File: src/rtl/inverter_duty_seq.sv
// Inverter duty sequencer: soft-start/soft-stop duty ramp aligned to PWM periods, with fault latch.
// Optional build macro INVERTER_DUTY_CLAMP_EN caps accepted targets at MAX_DUTY.
module inverter_duty_seq #(
  parameter int PERIODS_PER_STEP = 4,
  parameter int MAX_DUTY         = 972
) (
  input  logic       clk,
  input  logic       reset,
  input  logic       enable,
  input  logic       fault,
  input  logic       fault_clr,
  input  logic       period_tick,
  input  logic       tgt_valid,
  input  logic [9:0] tgt_duty,
  input  logic [3:0] step,
  output logic       tgt_ready,
  output logic [9:0] duty_cycle,
  output logic       pwm_en,
  output logic [2:0] state
);

  localparam logic [2:0] IDLE  = 3'd0;
  localparam logic [2:0] RAMP  = 3'd1;
  localparam logic [2:0] RUN   = 3'd2;
  localparam logic [2:0] STOP  = 3'd3;
  localparam logic [2:0] FAULT = 3'd4;
  localparam logic [7:0] PPS_C = 8'(PERIODS_PER_STEP);

  // Elaboration-time guard on parameter ranges
  if (PERIODS_PER_STEP < 1 || PERIODS_PER_STEP > 255 || MAX_DUTY < 0 || MAX_DUTY > 1023) begin : g_param_chk
    $error("inverter_duty_seq: parameter out of range");
  end

  logic [2:0]  state_r, state_n;
  logic [9:0]  duty_r, duty_n;
  logic [9:0]  tgt_r, tgt_n;
  logic [7:0]  cnt_r, cnt_n;
  logic        pwm_en_r;
  logic        tgt_ready_r;
  logic [9:0]  tgt_eff_s;
  logic        active_s;
  logic        step_ev_s;
  logic [10:0] step_amt_s;
  logic [10:0] up_s;
  logic [10:0] dn_s;
  logic [10:0] gap_s;
  logic [9:0]  ramp_duty_s;
  logic [9:0]  stop_duty_s;

`ifdef INVERTER_DUTY_CLAMP_EN
  localparam logic [9:0] MAX_DUTY_C = 10'(MAX_DUTY);
  assign tgt_eff_s = (tgt_duty > MAX_DUTY_C) ? MAX_DUTY_C : tgt_duty;
`else
  assign tgt_eff_s = tgt_duty;
`endif

  // Step-event detection and saturating ramp arithmetic (11-bit, no wrap)
  always_comb begin
    active_s   = (state_r == RAMP) || (state_r == STOP);
    step_ev_s  = active_s && period_tick && ((cnt_r + 8'd1) == PPS_C);
    step_amt_s = (step == 4'd0) ? 11'd1 : {7'd0, step};
    up_s       = {1'b0, duty_r} + step_amt_s;
    dn_s       = {1'b0, duty_r} - step_amt_s;
    gap_s      = {1'b0, duty_r} - {1'b0, tgt_r};
    if (duty_r < tgt_r) begin
      ramp_duty_s = (up_s > {1'b0, tgt_r}) ? tgt_r : up_s[9:0];
    end else if (duty_r > tgt_r) begin
      ramp_duty_s = (gap_s <= step_amt_s) ? tgt_r : dn_s[9:0];
    end else begin
      ramp_duty_s = duty_r;
    end
    if ({1'b0, duty_r} <= step_amt_s) begin
      stop_duty_s = 10'd0;
    end else begin
      stop_duty_s = dn_s[9:0];
    end
  end

  // Next-state, duty, target and period-counter decisions; fault overrides everything
  always_comb begin
    state_n = state_r;
    duty_n  = duty_r;
    tgt_n   = tgt_r;
    cnt_n   = cnt_r;
    if (fault) begin
      state_n = FAULT;
      duty_n  = 10'd0;
      tgt_n   = 10'd0;
    end else begin
      if (tgt_valid && tgt_ready_r) begin
        tgt_n = tgt_eff_s;
      end else begin
        tgt_n = tgt_r;
      end
      if (step_ev_s) begin
        cnt_n = 8'd0;
      end else if (active_s && period_tick) begin
        cnt_n = cnt_r + 8'd1;
      end else begin
        cnt_n = cnt_r;
      end
      case (state_r)
        IDLE: begin
          if (enable) begin
            state_n = RAMP;
            cnt_n   = 8'd0;
          end else begin
            state_n = IDLE;
          end
        end
        RAMP: begin
          duty_n = step_ev_s ? ramp_duty_s : duty_r;
          if (!enable) begin
            state_n = STOP;
          end else if (duty_r == tgt_r) begin
            state_n = RUN;
          end else begin
            state_n = RAMP;
          end
        end
        RUN: begin
          if (!enable) begin
            state_n = STOP;
          end else if (tgt_r != duty_r) begin
            state_n = RAMP;
          end else begin
            state_n = RUN;
          end
        end
        STOP: begin
          duty_n = step_ev_s ? stop_duty_s : duty_r;
          if (enable) begin
            state_n = RAMP;
          end else if (duty_r == 10'd0) begin
            state_n = IDLE;
          end else begin
            state_n = STOP;
          end
        end
        FAULT: begin
          if (fault_clr && !enable) begin
            state_n = IDLE;
          end else begin
            state_n = FAULT;
          end
        end
        default: begin
          state_n = FAULT;
          duty_n  = 10'd0;
          tgt_n   = 10'd0;
        end
      endcase
    end
  end

  // State and output registers; outputs are derived from the next state so they align with it
  always_ff @(posedge clk) begin
    if (reset) begin
      state_r     <= IDLE;
      duty_r      <= 10'd0;
      tgt_r       <= 10'd0;
      cnt_r       <= 8'd0;
      pwm_en_r    <= 1'b0;
      tgt_ready_r <= 1'b1;
    end else begin
      state_r     <= state_n;
      duty_r      <= duty_n;
      tgt_r       <= tgt_n;
      cnt_r       <= cnt_n;
      pwm_en_r    <= (state_n == RAMP) || (state_n == RUN) || (state_n == STOP);
      tgt_ready_r <= (state_n != FAULT);
    end
  end

  assign state      = state_r;
  assign duty_cycle = duty_r;
  assign pwm_en     = pwm_en_r;
  assign tgt_ready  = tgt_ready_r;

endmodule

File: config.mk
export PLATFORM = sky130hd
export DESIGN_NAME = inverter_duty_seq
export DESIGN_NICKNAME = d
export VERILOG_FILES = /design/src/rtl/inverter_duty_seq.sv
export SDC_FILE = /design/constraint.sdc
export NUM_CORES = 1
export LEC_CHECK = 0
export ABC_AREA = 1
export CAP_MARGIN = 30
export CELL_PAD_IN_SITES_DETAIL_PLACEMENT = 0
export CELL_PAD_IN_SITES_GLOBAL_PLACEMENT = 2
export CORE_MARGIN = 1
export CORE_UTILIZATION = 29
export CTS_BUF_LIST = sky130_fd_sc_hd__clkbuf_8
export CTS_CLUSTER_SIZE = 30
export DETAILED_ROUTE_END_ITERATION = 10
export PLACE_DENSITY = 0.85
export SKIP_LAST_GASP = 1
export SLEW_MARGIN = 10
export SYNTH_ARGS = -nofsm -noshare
export SYNTH_HDL_FRONTEND = slang
export SYNTH_SLANG_ARGS = --single-unit
export TNS_END_PERCENT = 20
File: constraint.sdc
create_clock -name clk -period 3.5 [get_ports clk]
set_input_delay 0.7 -clock clk [delete_from_list [all_inputs] [get_ports clk]]
set_output_delay 0.7 -clock clk [all_outputs]
set_load 0.03 [all_outputs]
==> flow_summary_export.csv, run 1 <==
group,metric,value,unit
cts,clock-sinks,33,
placed_design,portBuffers,35,
pwr,pwr_density_cell,239,mW/mm^2
pwr,power_frac_comb,0.409,
timing,rsz0062_at_grt,"true",
die,start_util,0.299,
worst_setup_path,crit_type,"in -> reg",
yosys,yosys_warnings,0,
timing,worst_pin_slew,0.564,ns
pwr,switching_share,0.379,
cts,h-tree-depth,2,
routing,vias_per_cell,4.82,
run_status,violations,"setup timing",
pwr,p_seq_frac,0.347,
cts,clkTransAtPathRegs,0.07,ns
pwr,p_int,707,uW
routing,vias,3986,
timing,finClkSkew,0.00468,ns
yosys,syn_nets,641,
worst_setup_path,worst-endpoint-arrival,3.70,ns
global_route,grt_pass1_vias,3889,
cells_and_area,diodes,0,
yosys,ys_seq_area_frac,0.183,
die,fp.dieW,114,um
pwr,power_leakage,2.26,nW
cts,cts_made_buffers,5,
pwr,net-switching-power,432,uW
yosys,synth_cells,583,
yosys,netlist_area,0.00361,mm^2
cts,ctsLongestPathBuffers,2,
yosys,synth_edf_count,0,
placed_design,gp_congestion,0.879,
global_route,grt_overflow,0,
worst_setup_path,cp_max_fo,5,
cts,clock_latency,0.28,ns
cells_and_area,final_cells,827,
routing,drc,0,
timing,slew_headroom,0.622,
cells_and_area,nNetsFinal,716,
timing,clock.fmax,0.283,GHz
worst_setup_path,crit_required,3.67,ns
die,ioPinCount,36,
timing,min_period,3.54,ns
die,coreArea,0.0121,mm^2
cells_and_area,syn_to_final_growth,31.9,%
placed_design,place_hpwl,9260,um
yosys,synth_cell_type_count,42,
placed_design,placed_cells,807,
worst_setup_path,crit_path_end_kind,"register",
routing,routed_wirelength,11700,um
hold_path,holdCritPathClass,"reg -> reg",
yosys,avgSynthCellArea,6.19,um^2
yosys,synth_seq_cells,33,
global_route,grt_start_max_net_pins,14,
die,die_h,114,um
cts,cts_root_buffer,"clkbuf_8",
run_status,status,"complete, but fails checks",
global_route,grt.total_usage,0.186,
die,die_area,0.0129,mm^2
pwr,peakVddDrop,0.000163,V
cells_and_area,drive_above_1_share,0.184,
routing,drtAntennaViolNets,0,
timing,finalSetupViolations,2,
timing,hold_viol,0,
flow_run,drv_cap,0,
global_route,antenna_found_initial,0,
timing,fin_ws,-0.0354,ns
yosys,ys.flop_type,"dfxtp_1",
pwr,power_frac_clock,0.244,
timing,fin_tns_setup,-0.0500,ns
routing,dr.pass1.iters,4,
timing,period_share,1.01,
worst_setup_path,start_kind,"input pin",
routing,drt_iter0_markers,139,
cts,hold_buffers,0,
routing,wire_per_inst,14.1,um
global_route,grt_pass1_wl,19000,um
timing,maxSlewViolCount,0,
cts,cts_tree,"yes",
die,num_rows,40,
yosys,synthArstFlopShare,0,
-- layout make-up --
class,instances,area (um^2)
inverter,88,339
timing repair buffer,82,728
fill,1307,7300
tap,168,210
sequential,33,661
clock buffer,5,68.8
clock inverter,3,13.8
multi-input combinational,448,2740
-- logic make-up (layout without fill, tap and decap cells) --
logic type      after synthesis  after routing  share of synthesized area
flops                        33             33                      0.183
simple gates                295            295                      0.369
buf+inv                     102            178                      0.117
fa+ha+maj                    37             37                      0.135
xor+xnor                     17             17                     0.0413
compound gates               99             99                      0.155
-- path summary, 6_finish.rpt --
check	startpoint	end	slack (ns)	depth (start not counted)
max	step[1]	duty_cycle[1]	-0.04	25
min	tgt_r[2]	tgt_r[2]	0.47	2
max reg2reg	duty_cycle[0]	duty_cycle[1]	0.17	20
min reg2reg	tgt_r[2]	tgt_r[2]	0.47	2
-- cells in the mapped netlist (all sizes together) (2+ instances only) --
| library cell | instances | area, um^2 |
|---|---|---|
| nand2 | 171 | 659 |
| inv | 86 | 323 |
| a21oi | 57 | 293 |
| nand3 | 55 | 295 |
| nor2 | 46 | 190 |
| ha | 34 | 425 |
| dfxtp | 33 | 661 |
| o21ai | 26 | 134 |
| xor2 | 16 | 140 |
| nand4 | 11 | 83.8 |
| o211ai | 11 | 82.6 |
| buf | 8 | 67.6 |
| clkbuf | 6 | 22.5 |
| nor3 | 4 | 36.3 |
| fa | 3 | 60.1 |
| clkinv | 2 | 10.0 |
| nor4 | 2 | 18.8 |
| or2 | 2 | 15.0 |
-- per-stage QoR --
| step | hold slack (ns) | total power, mW | instance area, um^2 | utilization | setup WS [ns] |
|---|---|---|---|---|---|
| floorplan | 0.441 | 0.676 | 3610 | - | 0.0406 |
| global placement | 0.455 | 0.807 | 4350 | 0.360 | -0.680 |
| detailed placement | 0.469 | 0.808 | 4350 | 0.360 | -0.783 |
| CTS | 0.480 | 1.12 | 4560 | 0.378 | 0.00645 |
| global route | 0.492 | 1.22 | 4760 | 0.395 | -0.176 |
| finish | 0.475 | 1.14 | 4760 | 0.395 | -0.0354 |
-- state kept, by name (all words and copies together), names as in the netlist --
signal,count
tgt_r,10
pwm_en,1
state,3
cnt_r,8
duty_cycle,10
tgt_ready,1
-- power groups by stage --
stage / combinational, mW / sequential, mW / clock (mW)
finish: 0.466 / 0.396 / 0.278
global route: 0.513 / 0.397 / 0.310
CTS: 0.431 / 0.395 / 0.292
detailed placement: 0.404 / 0.404 / 0
global placement: 0.403 / 0.404 / 0
floorplan: 0.268 / 0.407 / 0
-- placed cells by master (no fill, tap or decap), types with 3 or more instances in the layout --
cell	count
clkinv_2	4
a21oi_4	4
a21oi_1	49
nand3_1	49
inv_2	5
ha_1	29
ha_4	5
dfxtp_1	33
nand2_1	159
buf_6	4
nor2_4	3
o211ai_1	11
nor2_2	6
xor2_1	14
a21oi_2	4
nand4_1	10
inv_1	80
buf_4	43
o21ai_0	21
nand3_2	6
nor2_1	37
clkbuf_8	5
nand2_2	11
clkdlybuf4s50_1	31
-- critical path, stage by stage --
cell and delay (ns):
buf_8 0.08, clkinvlp_4 0.07, buf_4 0.15, ha_4 0.25
nor2_4 0.10, nand2_2 0.07, nand2_2 0.07, nand2_2 0.08
a21oi_4 0.19, xor2_1 0.23, inv_1 0.11, ha_4 0.28
nand2_2 0.07, nor2_4 0.13, nand4_1 0.13, nand2_1 0.10
nor2_1 0.04, nand2_1 0.06, nand3_2 0.11, buf_6 0.16
buf_4 0.14, a21oi_1 0.11, o21ai_0 0.11, nand3_1 0.11
a21oi_2 0.06
-- routing by layer --
metal  routed length, um  global-route usage  part of all wire
met1                5320               0.235              0.46
met2                5710               0.333              0.49
met3                 423              0.0207             0.036
met4                 223              0.0544             0.019
met5                   0                   0                 0
-- what timing repair did --
| item | in CTS | in global routing |
|---|---|---|
| pin swaps | 15 | 22 |
| gates resized for setup | 36 | 29 |
| buffers inserted | 6 | 6 |
| endpoints found under the setup margin | 10 | 10 |
Power figures use the tool's default switching activity.
==> inputs of run 2 (changes only) <==
ABC_AREA = 0   (was 1)
CAP_MARGIN = default   (was 30)
CORE_UTILIZATION = 31   (was 29)
==> flow_summary_export.csv, run 2 <==
group,metric,value,unit
routing,wire_per_inst,15.9,um
yosys,synth.area.top_cells,"dfxtp_1 20%, ha_1 13%, a21oi_1 5.3%",
worst_setup_path,crit_type,"in -> reg",
cts,clkTransAtPathRegs,0.07,ns
timing,finClkSkew,0.00933,ns
placed_design,place_hpwl,8330,um
worst_setup_path,rrSetupSlack,0.09,ns
timing,slew_headroom,0.539,
yosys,ys_seq_area_frac,0.201,
worst_setup_path,path_cells,"buf_8, clkinvlp_4, a31o_4, ha_4, inv_2, fa_2, nor3_2, or3_4, nand2_4, xnor2_4, ha_4, a21o_1, a21oi_2, nor4b_4, o21a_2, o32a_1, buf_6, nor2_2, a2111o_1, o21ai_1",
worst_setup_path,crit_top_cell,"ha_4",
flow_run,drv_cap,0,
placed_design,portBuffers,35,
worst_setup_path,r2r_start,"duty_cycle[0]",
cts,clock_latency,0.29,ns
cells_and_area,final_common_cell,"buf_4",
hold_path,min_to,"tgt_r[8]",
routing,drt_iter0_markers,209,
die,die_area,0.0110,mm^2
cts,cts_root_buffer,"clkbuf_8",
pwr,power_leakage,1.81,nW
pwr,p_total,1.03,mW
cts,h-tree-depth,2,
die,coreArea,0.0103,mm^2
cells_and_area,syn_to_final_growth,35.4,%
routing,vias_per_cell,5.31,
yosys,synthArstFlopShare,0,
die,num_rows,37,
yosys,netlist_area,0.00329,mm^2
cells_and_area,nNetsFinal,583,
timing,min_period,3.77,ns
die,ioPinCount,36,
global_route,grt_pass1_wl,17400,um
die,fp.dieW,105,um
cells_and_area,final_cell_mix,"59 x buf_4, 42 x nand2_1, 40 x nor2_1",
run_status,violations,"setup timing",
placed_design,gp_congestion,0.990,
routing,drc,0,
yosys,yosysMostFrequentCell,"nand2_1",
cts,cts_tree,"yes",
worst_setup_path,slowest_stage,"or3_4",
hold_path,min_from,"tgt_r[8]",
routing,drtAntennaViolNets,0,
yosys,synth_cells,437,
worst_setup_path,rr_worst_depth,17,
routing,vias,3509,
placed_design,place_area,0.00420,mm^2
timing,finalSetupViolations,10,
worst_setup_path,slowest_delay,0.39,ns
worst_setup_path,start_kind,"input pin",
pwr,pwr_density_cell,232,mW/mm^2
timing,clock.fmax,0.265,GHz
routing,routed_wirelength,10500,um
pwr,peakVddDrop,0.000232,V
yosys,synth_edf_count,0,
global_route,antenna_found_initial,0,
run_status,status,"complete, but fails checks",
yosys,synthTopCellsByCount,"44 x nand2_1, 42 x nor2_1, 35 x a21oi_1",
yosys,syn_nets,495,
timing,fin_ws,-0.268,ns
yosys,yosys_warnings,0,
cts,ctsLongestPathBuffers,2,
cts,clock-sinks,33,
global_route,grt_start_max_net_pins,17,
worst_setup_path,crit_required,3.72,ns
worst_setup_path,crit_path_end_kind,"register",
global_route,grt_overflow,0,
worst_setup_path,worst-endpoint-arrival,3.99,ns
timing,worst_pin_slew,0.685,ns
global_route,grt.total_usage,0.197,
timing,hold_slack,0.471,ns
yosys,synth_cell_type_count,74,
cts,cts_made_buffers,5,
cells_and_area,design_area,0.00445,mm^2
worst_setup_path,cp_max_fo,5,
cells_and_area,diodes,0,
global_route,grt_pass1_vias,3465,
worst_setup_path,timing.rr.end,"duty_cycle[6]",
yosys,avgSynthCellArea,7.52,um^2
cells_and_area,drive_above_1_share,0.208,
timing,rsz0062_at_grt,"true",
timing,period_share,1.08,
routing,dr.pass1.iters,4,
yosys,ys.flop_type,"dfxtp_1",
die,start_util,0.318,
hold_path,hold_path_depth,2,
die,die_h,105,um
timing,hold_viol,0,
yosys,synth_top_area_cell,"dfxtp_1",
yosys,netlist.area_leader.share,0.201,
yosys,synth_seq_cells,33,
hold_path,holdCritPathClass,"reg -> reg",
timing,maxSlewViolCount,0,
==> run 2: cell types whose count changed after synthesis, sizes merged, moves of 7 or more <==
cell / change
nor2b: +11
inv: -60
a211oi: +7
nand3: -44
or3: +10
a21o: +7
o211ai: -8
nand2: -127
a21oi: -22
xnor2: +8
==> run 2: layout make-up <==
| type | instances | area, um^2 |
|---|---|---|
| Fill cell | 1064 | 5870 |
| Inverter | 26 | 101 |
| Multi-Input combinational cell | 363 | 2620 |
| Clock buffer | 6 | 82.6 |
| Tap cell | 136 | 170 |
| Sequential cell | 33 | 661 |
| Clock inverter | 1 | 3.75 |
| Timing Repair Buffer | 96 | 811 |
==> run 2: where the power goes <==
| part | switching (mW) | total (mW) | leakage, nW | internal, mW |
|---|---|---|---|---|
| registers | 0.00923 | 0.391 | 0.267 | 0.382 |
| clock network | 0.140 | 0.293 | 0.0485 | 0.153 |
| logic | 0.190 | 0.347 | 1.50 | 0.157 |
| total | 0.339 | 1.03 | 1.81 | 0.692 |
==> run 2: critical path: cells and delay by family <==
family | cells | cell delay, ns
xor gates and xnor gates | 1 | 0.13
AOI/OAI and AO/OA | 7 | 1.41
and+or+nand+nor | 5 | 0.80
buffers and inverters | 4 | 0.35
adders and majority gates | 3 | 0.59
==> run 2: kinds of logic (layout without fill, tap and decap cells) <==
group,after synthesis,in the layout,synth area share
AND/OR/NAND/NOR,168,168,0.261
AO/OA/AOI/OAI,135,135,0.276
buffers and inverters,41,129,0.0510
adder cells (fa/ha/maj),37,37,0.148
flip-flops,33,33,0.201
XOR/XNOR,19,19,0.0506
multiplexers,4,4,0.0122
==> run 2: per-stage QoR <==
stage	cells	utilization	worst slack, ns	setup TNS, ns
finish	661	0.431	-0.268	-1.58
CTS	659	0.423	-0.328	-2.20
floorplan	437	-	-0.558	-3.74
global placement	650	0.407	-1.15	-10.72
global route	661	0.431	-0.421	-3.19
detailed placement	650	0.407	-1.22	-11.35
==> run 2: how the worst max path moves through the flow <==
| stage | startpoint | endpoint | slack (ns) | depth (start not counted) |
|---|---|---|---|---|
| 6_report | step[1] | duty_cycle[6] | -0.27 | 20 |
| 5_1_grt | step[1] | duty_cycle[6] | -0.42 | 20 |
| 4_1_cts | step[1] | duty_cycle[6] | -0.33 | 19 |
| 3_5_place_dp | step[1] | duty_cycle[6] | -1.22 | 20 |
| 3_3_place_gp | step[1] | duty_cycle[9] | -1.15 | 20 |
| 2_1_floorplan | step[1] | duty_cycle[2] | -0.56 | 18 |
==> run 2: per-layer routing <==
layer  wire (um)  vias to the layer above  GRT usage
met3         606                       15     0.0262
met5           0                        -          0
met1        5070                     1609      0.280
met4         194                        0     0.0604
met2        4670                      106      0.309
li1            -                     1779          -
==> run 2: repair_timing <==
| item | 4_1_cts | 5_1_grt |
|---|---|---|
| setup endpoints to repair | 10 | 10 |
| pin swaps | 17 | 4 |
| setup buffers | 2 | 2 |
| hold buffers | 0 | 0 |
| gates resized for setup | 32 | 11 |
